`config.mk`:
```
export PLATFORM = sky130hd
export DESIGN_NAME = encout_elc_out_gen_flat
export DESIGN_NICKNAME = d
export VERILOG_FILES = /design/src/rtl/encout_elc_out_gen_if.sv /design/src/rtl/encout_elc_out_gen.sv /design/src/flat_wrapper.sv
export SDC_FILE = /design/constraint.sdc
export NUM_CORES = 1
export LEC_CHECK = 0
export ABC_AREA = 1
export CORE_MARGIN = 4
export CORE_UTILIZATION = 32
export CTS_BUF_LIST = sky130_fd_sc_hd__clkbuf_16
export DETAILED_ROUTE_END_ITERATION = 10
export PLACE_DENSITY = 0.6
export SLEW_MARGIN = 20
export SYNTH_ARGS = -nofsm -noshare
export SYNTH_HDL_FRONTEND = slang
export SYNTH_SLANG_ARGS = --single-unit
```
`constraint.sdc`:
```
create_clock -name i_clk -period 2.1 [get_ports i_clk]
set_clock_uncertainty 0.05 [all_clocks]
set_input_delay 0.42 -clock i_clk [delete_from_list [all_inputs] [get_ports i_clk]]
set_output_delay 0.42 -clock i_clk [all_outputs]
set_load 0.1 [all_outputs]
```
`src/rtl/encout_elc_out_gen_if.sv`:
```
// ENCOUT ELC event-output bundle: control inputs and
// event-line/status outputs of the pulse generator.
interface encout_elc_out_gen_if #(
  parameter int PW_W   = 4,
  parameter int PEND_W = 3
);
  logic              i_enable;
  logic              i_evt;
  logic [PW_W-1:0]   i_pulse_len;
  logic [PW_W-1:0]   i_gap_len;
  logic              i_ovf_clr;
  logic              o_elc_out;
  logic [PEND_W-1:0] o_pending;
  logic              o_busy;
  logic              o_ovf;

  modport master (
    output i_enable, i_evt, i_pulse_len,
    output i_gap_len, i_ovf_clr,
    input  o_elc_out, o_pending, o_busy, o_ovf
  );

  modport slave (
    input  i_enable, i_evt, i_pulse_len,
    input  i_gap_len, i_ovf_clr,
    output o_elc_out, o_pending, o_busy, o_ovf
  );
endinterface

```
`src/rtl/encout_elc_out_gen.sv`:
```
// ENCOUT ELC event-output generator: turns event strobes
// into registered fixed-width pulses with a minimum gap.
module encout_elc_out_gen #(
  parameter int PW_W   = 4,
  parameter int PEND_W = 3
) (
  input  logic                 i_clk,
  input  logic                 i_resetn,
  encout_elc_out_gen_if.slave  bus
);

  typedef enum logic [1:0] {
    IDLE = 2'd0,
    HIGH = 2'd1,
    GAP  = 2'd2
  } state_t;

  localparam logic [PEND_W-1:0] PMAX = '1;

  state_t            state_q, state_d;
  logic [PW_W-1:0]   cnt_q, cnt_d;
  logic              elc_q, elc_d;
  logic [PEND_W-1:0] pend_q, pend_d;
  logic              ovf_q, ovf_d;
  logic              start;
  logic              acc;
  logic              drop;
  logic              busy;

  always_ff @(posedge i_clk or negedge i_resetn) begin
    if (!i_resetn) begin
      state_q <= IDLE;
      cnt_q   <= '0;
      elc_q   <= 1'b0;
      pend_q  <= '0;
      ovf_q   <= 1'b0;
    end else begin
      state_q <= state_d;
      cnt_q   <= cnt_d;
      elc_q   <= elc_d;
      pend_q  <= pend_d;
      ovf_q   <= ovf_d;
    end
  end

  always_comb begin
    state_d = state_q;
    cnt_d   = cnt_q;
    elc_d   = elc_q;
    start   = 1'b0;
    unique case (state_q)
      IDLE: begin
        if (bus.i_enable &&
            (bus.i_evt || pend_q != '0)) begin
          state_d = HIGH;
          cnt_d   = bus.i_pulse_len;
          elc_d   = 1'b1;
          start   = 1'b1;
        end
      end
      HIGH: begin
        if (cnt_q != '0) begin
          cnt_d = cnt_q - 1'b1;
        end else begin
          state_d = GAP;
          cnt_d   = bus.i_gap_len;
          elc_d   = 1'b0;
        end
      end
      GAP: begin
        if (cnt_q != '0) begin
          cnt_d = cnt_q - 1'b1;
        end else if (pend_q != '0 && bus.i_enable) begin
          state_d = HIGH;
          cnt_d   = bus.i_pulse_len;
          elc_d   = 1'b1;
          start   = 1'b1;
        end else begin
          state_d = IDLE;
        end
      end
      default: begin
        state_d = IDLE;
        cnt_d   = '0;
        elc_d   = 1'b0;
      end
    endcase
  end

  // A start in this edge frees a slot, so a full counter
  // still accepts the incoming event.
  always_comb begin
    drop = bus.i_enable & bus.i_evt &
           (pend_q == PMAX) & ~start;
    acc  = bus.i_enable & bus.i_evt &
           ~((pend_q == PMAX) & ~start);
    if (!bus.i_enable) begin
      pend_d = '0;
    end else begin
      pend_d = pend_q + PEND_W'(acc)
             - PEND_W'(start);
    end
    if (drop) begin
      ovf_d = 1'b1;
    end else if (bus.i_ovf_clr) begin
      ovf_d = 1'b0;
    end else begin
      ovf_d = ovf_q;
    end
  end

  always_comb begin
    busy = (state_q != IDLE) || (pend_q != '0);
  end

  assign bus.o_elc_out = elc_q;
  assign bus.o_pending = pend_q;
  assign bus.o_busy    = busy;
  assign bus.o_ovf     = ovf_q;

endmodule

```
`src/flat_wrapper.sv`:
```
// flat-port wrapper written by rule: the top's interface ports become plain ports
module encout_elc_out_gen_flat 
#(
  parameter int PW_W   = 4,
  parameter int PEND_W = 3
)
  (i_clk, i_resetn, bus_i_enable, bus_i_evt, bus_i_pulse_len, bus_i_gap_len, bus_i_ovf_clr, bus_o_elc_out, bus_o_pending, bus_o_busy, bus_o_ovf);
  encout_elc_out_gen_if #(.PW_W(PW_W), .PEND_W(PEND_W)) bus_i ();
  input  logic i_clk;
  input  logic i_resetn;
  input wire logic [$bits(bus_i.i_enable)-1:0] bus_i_enable;
  input wire logic [$bits(bus_i.i_evt)-1:0] bus_i_evt;
  input wire logic [$bits(bus_i.i_pulse_len)-1:0] bus_i_pulse_len;
  input wire logic [$bits(bus_i.i_gap_len)-1:0] bus_i_gap_len;
  input wire logic [$bits(bus_i.i_ovf_clr)-1:0] bus_i_ovf_clr;
  output wire logic [$bits(bus_i.o_elc_out)-1:0] bus_o_elc_out;
  output wire logic [$bits(bus_i.o_pending)-1:0] bus_o_pending;
  output wire logic [$bits(bus_i.o_busy)-1:0] bus_o_busy;
  output wire logic [$bits(bus_i.o_ovf)-1:0] bus_o_ovf;
  assign bus_i.i_enable = bus_i_enable;
  assign bus_i.i_evt = bus_i_evt;
  assign bus_i.i_pulse_len = bus_i_pulse_len;
  assign bus_i.i_gap_len = bus_i_gap_len;
  assign bus_i.i_ovf_clr = bus_i_ovf_clr;
  assign bus_o_elc_out = bus_i.o_elc_out;
  assign bus_o_pending = bus_i.o_pending;
  assign bus_o_busy = bus_i.o_busy;
  assign bus_o_ovf = bus_i.o_ovf;
  encout_elc_out_gen #(.PW_W(PW_W), .PEND_W(PEND_W)) u_core (.i_clk(i_clk), .i_resetn(i_resetn), .bus(bus_i));
endmodule
```
# --- Word-level counts from Yosys, hierarchy flattened ---
# Cells that the tools add are included.
totals:
  ff_bits: 11
  output_inout_bits: 6
  elab_cells: 57
op_classes:
  n_addsub: 3
  n_eq_ne: 8
  n_mux: 22
  bitwise: 7
  reduce_logical: 12
op_table:
  columns: ["operator", "count"]
  rows:
  - ["4-bit two-way mux", 4]
  - ["4-bit one-hot mux with 3 select lines", 1]
  - ["1-bit two-way mux", 10]
  - ["2-bit two-way mux", 3]
  - ["2-bit one-hot mux with 3 select lines", 1]
  - ["1-bit bitwise AND", 5]
  - ["2-bit by 1-bit != test with 1-bit output (second input constant)", 2]
  - ["2-bit != test (second input constant)", 2]
  - ["4-bit AND reduction", 1]
  - ["2-bit nonzero test", 2]
  - ["4-bit nonzero test", 1]
  - ["4-bit by 1-bit subtractor with 4-bit output (second input constant)", 1]
  - ["3-bit by 1-bit adder with 3-bit output", 1]
  - ["3-bit equality test (second input constant)", 1]
  - ["3-bit two-way mux", 1]
  - ["3-bit by 1-bit != test with 1-bit output (second input constant)", 1]
  - ["1-bit one-hot mux with 3 select lines", 1]
  - ["3-bit AND reduction", 1]
  - ["3-bit nonzero test", 1]
  - ["3-bit by 1-bit subtractor with 3-bit output", 1]
  - ["2-bit by 1-bit equality test with 1-bit output (second input constant)", 1]
  - ["2-bit equality test (second input constant)", 1]
  - ["1-bit logical AND", 2]
  - ["2-bit zero test", 1]
  - ["other kinds (4)", 6]

# --- Logic depth before layout (Yosys ltp) ---
logic_depth:
  ltp_word: 12
  mapped_depth: 13
  mapped_depth_nobuf: 13

# --- Worst setup path after synthesis ---
# OpenSTA, ideal clock, no wires.
synth_timing:
  kind: "reg2reg"
  startpoint: "register u_core.pend_q[1] (netlist: u_core.bus.o_pending[1])"
  endpoint: "register u_core.pend_q[2] (netlist: u_core.bus.o_pending[2])"
  setup_ps: 123
  t_arrival_ps: 2515
  slack_ps: -589
  stages_incl_launch_ff: 14
  cell_sequence: "dfrtp_1 > nor2_1 > nand2_1 > nand2_1 > o21ai_0 > nand2_1 > inv_1 > ha_1 > inv_1 > ha_1 > inv_1 > fa_1 > o21ai_0 > a21oi_1"
synth_via:
  elab_chain_len: 12
  word_cells_on_any_way: 16
  classes_between: "2 x add/sub; 1 x eq/ne; 5 x mux; 4 x bitwise; 4 x reduce/logical"
synth_lines:
  columns: ["element", "line_no", "text"]
  rows:
  - ["from (decl)", "encout_elc_out_gen.sv:23", "logic [PEND_W-1:0] pend_q, pend_d;"]
  - ["from (signal assigned)", "encout_elc_out_gen.sv:41", "pend_q <= pend_d;"]
  - ["3-bit nonzero test", "encout_elc_out_gen.sv:54, encout_elc_out_gen.sv:73", null]
  - ["1-bit logical AND or 1-bit logical OR (tied branches)", "encout_elc_out_gen.sv:73, encout_elc_out_gen.sv:54", null]
  - ["1-bit two-way mux or 1-bit logical AND (tied branches)", "encout_elc_out_gen.sv:73, encout_elc_out_gen.sv:53", null]
  - ["1-bit two-way mux (on tied branches)", "encout_elc_out_gen.sv:71, encout_elc_out_gen.sv:53", null]
  - ["1-bit one-hot mux with 2 select lines", "encout_elc_out_gen.sv:51", "unique case (state_q)"]
  - ["1-bit NOT", "encout_elc_out_gen.sv:96", "~((pend_q == PMAX) & ~start);"]
  - ["1-bit bitwise AND", "encout_elc_out_gen.sv:96", null]
  - ["1-bit NOT", "encout_elc_out_gen.sv:96", null]
  - ["1-bit bitwise AND", "encout_elc_out_gen.sv:95", "acc = bus.i_enable & bus.i_evt &"]
  - ["3-bit by 1-bit adder with 3-bit output", "encout_elc_out_gen.sv:100", "pend_d = pend_q + PEND_W'(acc)"]
  - ["3-bit by 1-bit subtractor with 3-bit output *", "encout_elc_out_gen.sv:101", "- PEND_W'(start);"]
  - ["3-bit two-way mux *", "encout_elc_out_gen.sv:97", "if (!bus.i_enable) begin"]
  - ["net u_core.pend_d[2]", "encout_elc_out_gen.sv:23", null]
# The timed path passes the listed nets; every way through them passes the cells marked *.
# A chain may end at the register's enable or synchronous reset.

# --- Worst setup path after layout ---
layout_timing:
  startpoint: "register u_core.cnt_q[0]"
  endpoint: "register u_core.pend_q[1] (netlist: u_core.bus.o_pending[1])"
layout_via:
  elab_chain_len: 10
layout_lines:
  columns: ["element", "line_no", "text"]
  rows:
  - ["from (decl)", "encout_elc_out_gen.sv:21", "logic [PW_W-1:0] cnt_q, cnt_d;"]
  - ["from (signal assigned)", "encout_elc_out_gen.sv:39", "cnt_q <= cnt_d;"]
  - ["4-bit nonzero test *", "encout_elc_out_gen.sv:71", "if (cnt_q != '0) begin"]
  - ["1-bit two-way mux *", "encout_elc_out_gen.sv:71", null]
  - ["1-bit one-hot mux with 2 select lines *", "encout_elc_out_gen.sv:51", null]
  - ["1-bit NOT", "encout_elc_out_gen.sv:96", null]
  - ["1-bit bitwise AND", "encout_elc_out_gen.sv:96", null]
  - ["1-bit NOT", "encout_elc_out_gen.sv:96", null]
  - ["1-bit bitwise AND", "encout_elc_out_gen.sv:95", null]
  - ["3-bit by 1-bit adder with 3-bit output", "encout_elc_out_gen.sv:100", null]
  - ["3-bit by 1-bit subtractor with 3-bit output *", "encout_elc_out_gen.sv:101", null]
  - ["3-bit two-way mux *", "encout_elc_out_gen.sv:97", null]
  - ["net u_core.pend_d[1]", "encout_elc_out_gen.sv:23", null]
# Marked as above.

==> impl_metrics.json <==
{
  "outcome": "finished, violations left",
  "violations": "negative setup slack",
  "grtUsageMet2_pct": 20.7,
  "setup_viol": 2,
  "use_met1_pct": 16.5,
  "cp-end-kind": "flip-flop",
  "cts_buffer_depth": 2,
  "chipWidth_um": 57.2,
  "antenna_cells": 0,
  "worstPathMaxFanout": 3,
  "avgViaCountPerCell": 4.51,
  "critPathKind": "flip-flop to flip-flop",
  "row_count": 17,
  "slew_headroom_pct": 65.1,
  "syn2layout_area_growth_pct": 71.7,
  "place_hpwl_um": 1590,
  "post_drt_wl_per_cell_um": 11.5,
  "final_nets": 178,
  "antenna_found_initial": 0,
  "p_per_area_nw_per_um2": 1690,
  "yosysSeqAreaShare_pct": 35.6,
  "grt_pass1_vias": 804,
  "slew_violations": 0,
  "ir_drop_mv": 0.975,
  "grt_pass1_wl_um": 3360,
  "hold_violations": 0,
  "syn_area_per_cell_sq_um": 6.61,
  "postRouteAntennaNets": 0,
  "drtIter0Drc": 19,
  "postPlaceCellArea_sq_um": 1110,
  "htree_num_levels": 1,
  "synthesis.area_sq_um": 773,
  "fmax_ghz": 0.463,
  "place_ws_ns": -0.353,
  "initial_core_util_pct": 34.3,
  "met3_usage_pct": 3.17,
  "period_share_pct": 103,
  "cts_tree": "yes",
  "clk_latency_ns": 0.23,
  "setup_slack_ns": -0.0595,
  "first_pass_iters": 4,
  "cp.required_ns": 2.18,
  "vias": 848,
  "tightest_slew_ns": 0.522,
  "dieHeight_um": 57.2,
  "drc": 0,
  "synth_warnings": 0,
  "rsz0062_at_grt": "yes",
  "critPathArrivalTime_ns": 2.24,
  "whs_ns": 0.416,
  "io_buffers": 18,
  "critPathLaunchType": "flip-flop",
  "p_leak_nw": 0.711,
  "grt_max_degree": 12,
  "grt-ovfl-total": 0,
  "wl_um": 2150,
  "final_area_sq_um": 1330,
  "track_usage_pct": 12.8,
  "finalWeightedCongestion": 0.810,
  "cap_violations": 0,
  "cts_buffers": 3,
  "busiest_layer": "met2",
  "final_layout_size_suffix_gt1_share_pct": 38.1,
  "clk_pin_slew_ns": 0.04,
  "die_area_sq_um": 3270,
  "synthesis.nets": 134,
  "cts-root-buf": "clkbuf_16",
  "core_area_sq_um": 2250,
  "synth_seq_cells": 11,
  "hp-class": "flip-flop to flip-flop",
  "yosysUniqueCellTypes": 16,
  "period_minus_slack_ns": 2.16,
  "netlist_instances": 117,
  "io_pins": 19,
  "clock-sinks": 11
}
## layout make-up
cell class	count	area, sq um
inverters	24	91.3
fillers	216	927
well taps	28	35.0
multi-input cells	82	495
clock buffers	3	75.1
repair buffers	39	340
clock inverters	1	3.75
flip-flops and latches	11	287
## power breakdown
part / leakage [nW] / switching [mW] / internal [mW] / total (mW)
sequential: 0.134 / 0.0729 / 0.309 / 0.382
clock: 0.0423 / 0.0874 / 0.249 / 0.337
combinational: 0.535 / 0.903 / 0.618 / 1.52
## per-layer routing
| layer | up-vias | wire (um) |
|---|---|---|
| met4 | 0 | 14 |
| met2 | 16 | 1090 |
| met5 | - | 0 |
| met3 | 2 | 102 |
| li1 | 446 | - |
| met1 | 384 | 943 |
## sequential cells by signal, indices dropped and copies added (netlist names)
signal                count
u_core.cnt_q              4
u_core.bus.o_pending      3
u_core.state_q            2
u_core.bus.o_ovf          1
u_core.bus.o_elc_out      1
## logic make-up after synthesis
logic type	count (synthesis)	share of synthesized area, %
buf+inv	24	11.8
fa+ha+maj	4	7.44
simple gates	67	36.6
compound gates	11	8.58
flops	11	35.6
## Yosys cell counts (all sizes together)
cell	instances	area, sq um
ha	3	37.5
a21oi	5	36.3
nand2	45	174
dfrtp	11	275
nor2	9	41.3
nand3b	1	7.51
clkinv	1	5.00
fa	1	20.0
inv	23	86.3
o21ai	6	30.0
nand3	12	60.1
## layout by cell type (no fill, tap or decap)
cell and instances:
nand3b_1 1, nor2_4 1, nand2_4 1, a21oi_4 3, a21oi_1 2, nor2_2 4
fa_2 1, dlymetal6s2s_1 1, dlygate4sd2_1 1, o21ai_2 1, buf_12 1, dfrtp_1 8
o21ai_1 2, buf_4 25, o21ai_0 3, nand2_1 40, ha_4 3, buf_6 1
nand3_1 12, clkdlybuf4s50_1 10, inv_1 15, dfrtp_4 3, nor2_1 4, inv_2 9
nand2_2 4, clkinv_2 1, clkbuf_16 3
## repair_timing
item,in CTS,in global routing
setup buffers,4,3
pin swaps,3,8
endpoints found under the hold margin,0,0
setup endpoints to repair,2,2
gates resized for setup,6,17
hold buffers,0,0
## worst max-delay path, stage by stage (launching register included)
cell     delay (ns)
dfrtp_1        0.38
inv_2          0.08
ha_4           0.15
nand2_4        0.06
a21oi_4        0.15
nand2_2        0.10
buf_6          0.13
a21oi_4        0.16
ha_4           0.15
inv_2          0.04
fa_2           0.56
nor2_2         0.03
## stage by stage
step                TNS, ns  power [mW]  std cells  utilization [%]
detailed placement   -0.667        1.66        177             49.3
finish              -0.0968        2.24        188             58.9
floorplan            -0.332        1.23        117                -
global placement     -0.547        1.64        177             49.3
CTS                 -0.0504        2.09        185             54.8
global route         -0.276        2.42        188             58.9
## final timing paths
path                                 startpoint                 endpoint  slack (ns)  depth (start not counted)
setup reg to reg                u_core.cnt_q[0]  u_core.bus.o_pending[1]       -0.06                         11
hold / removal             u_core.bus.o_elc_out     u_core.bus.o_elc_out        0.42                          2
min in group asynchronous              i_resetn  u_core.bus.o_pending[2]        0.49                          1
setup / recovery                u_core.cnt_q[0]  u_core.bus.o_pending[1]       -0.06                         11
hold reg to reg            u_core.bus.o_elc_out     u_core.bus.o_elc_out        0.42                          2
max in group asynchronous              i_resetn  u_core.bus.o_pending[0]        1.12                          1
Power figures use the tool's default switching activity.
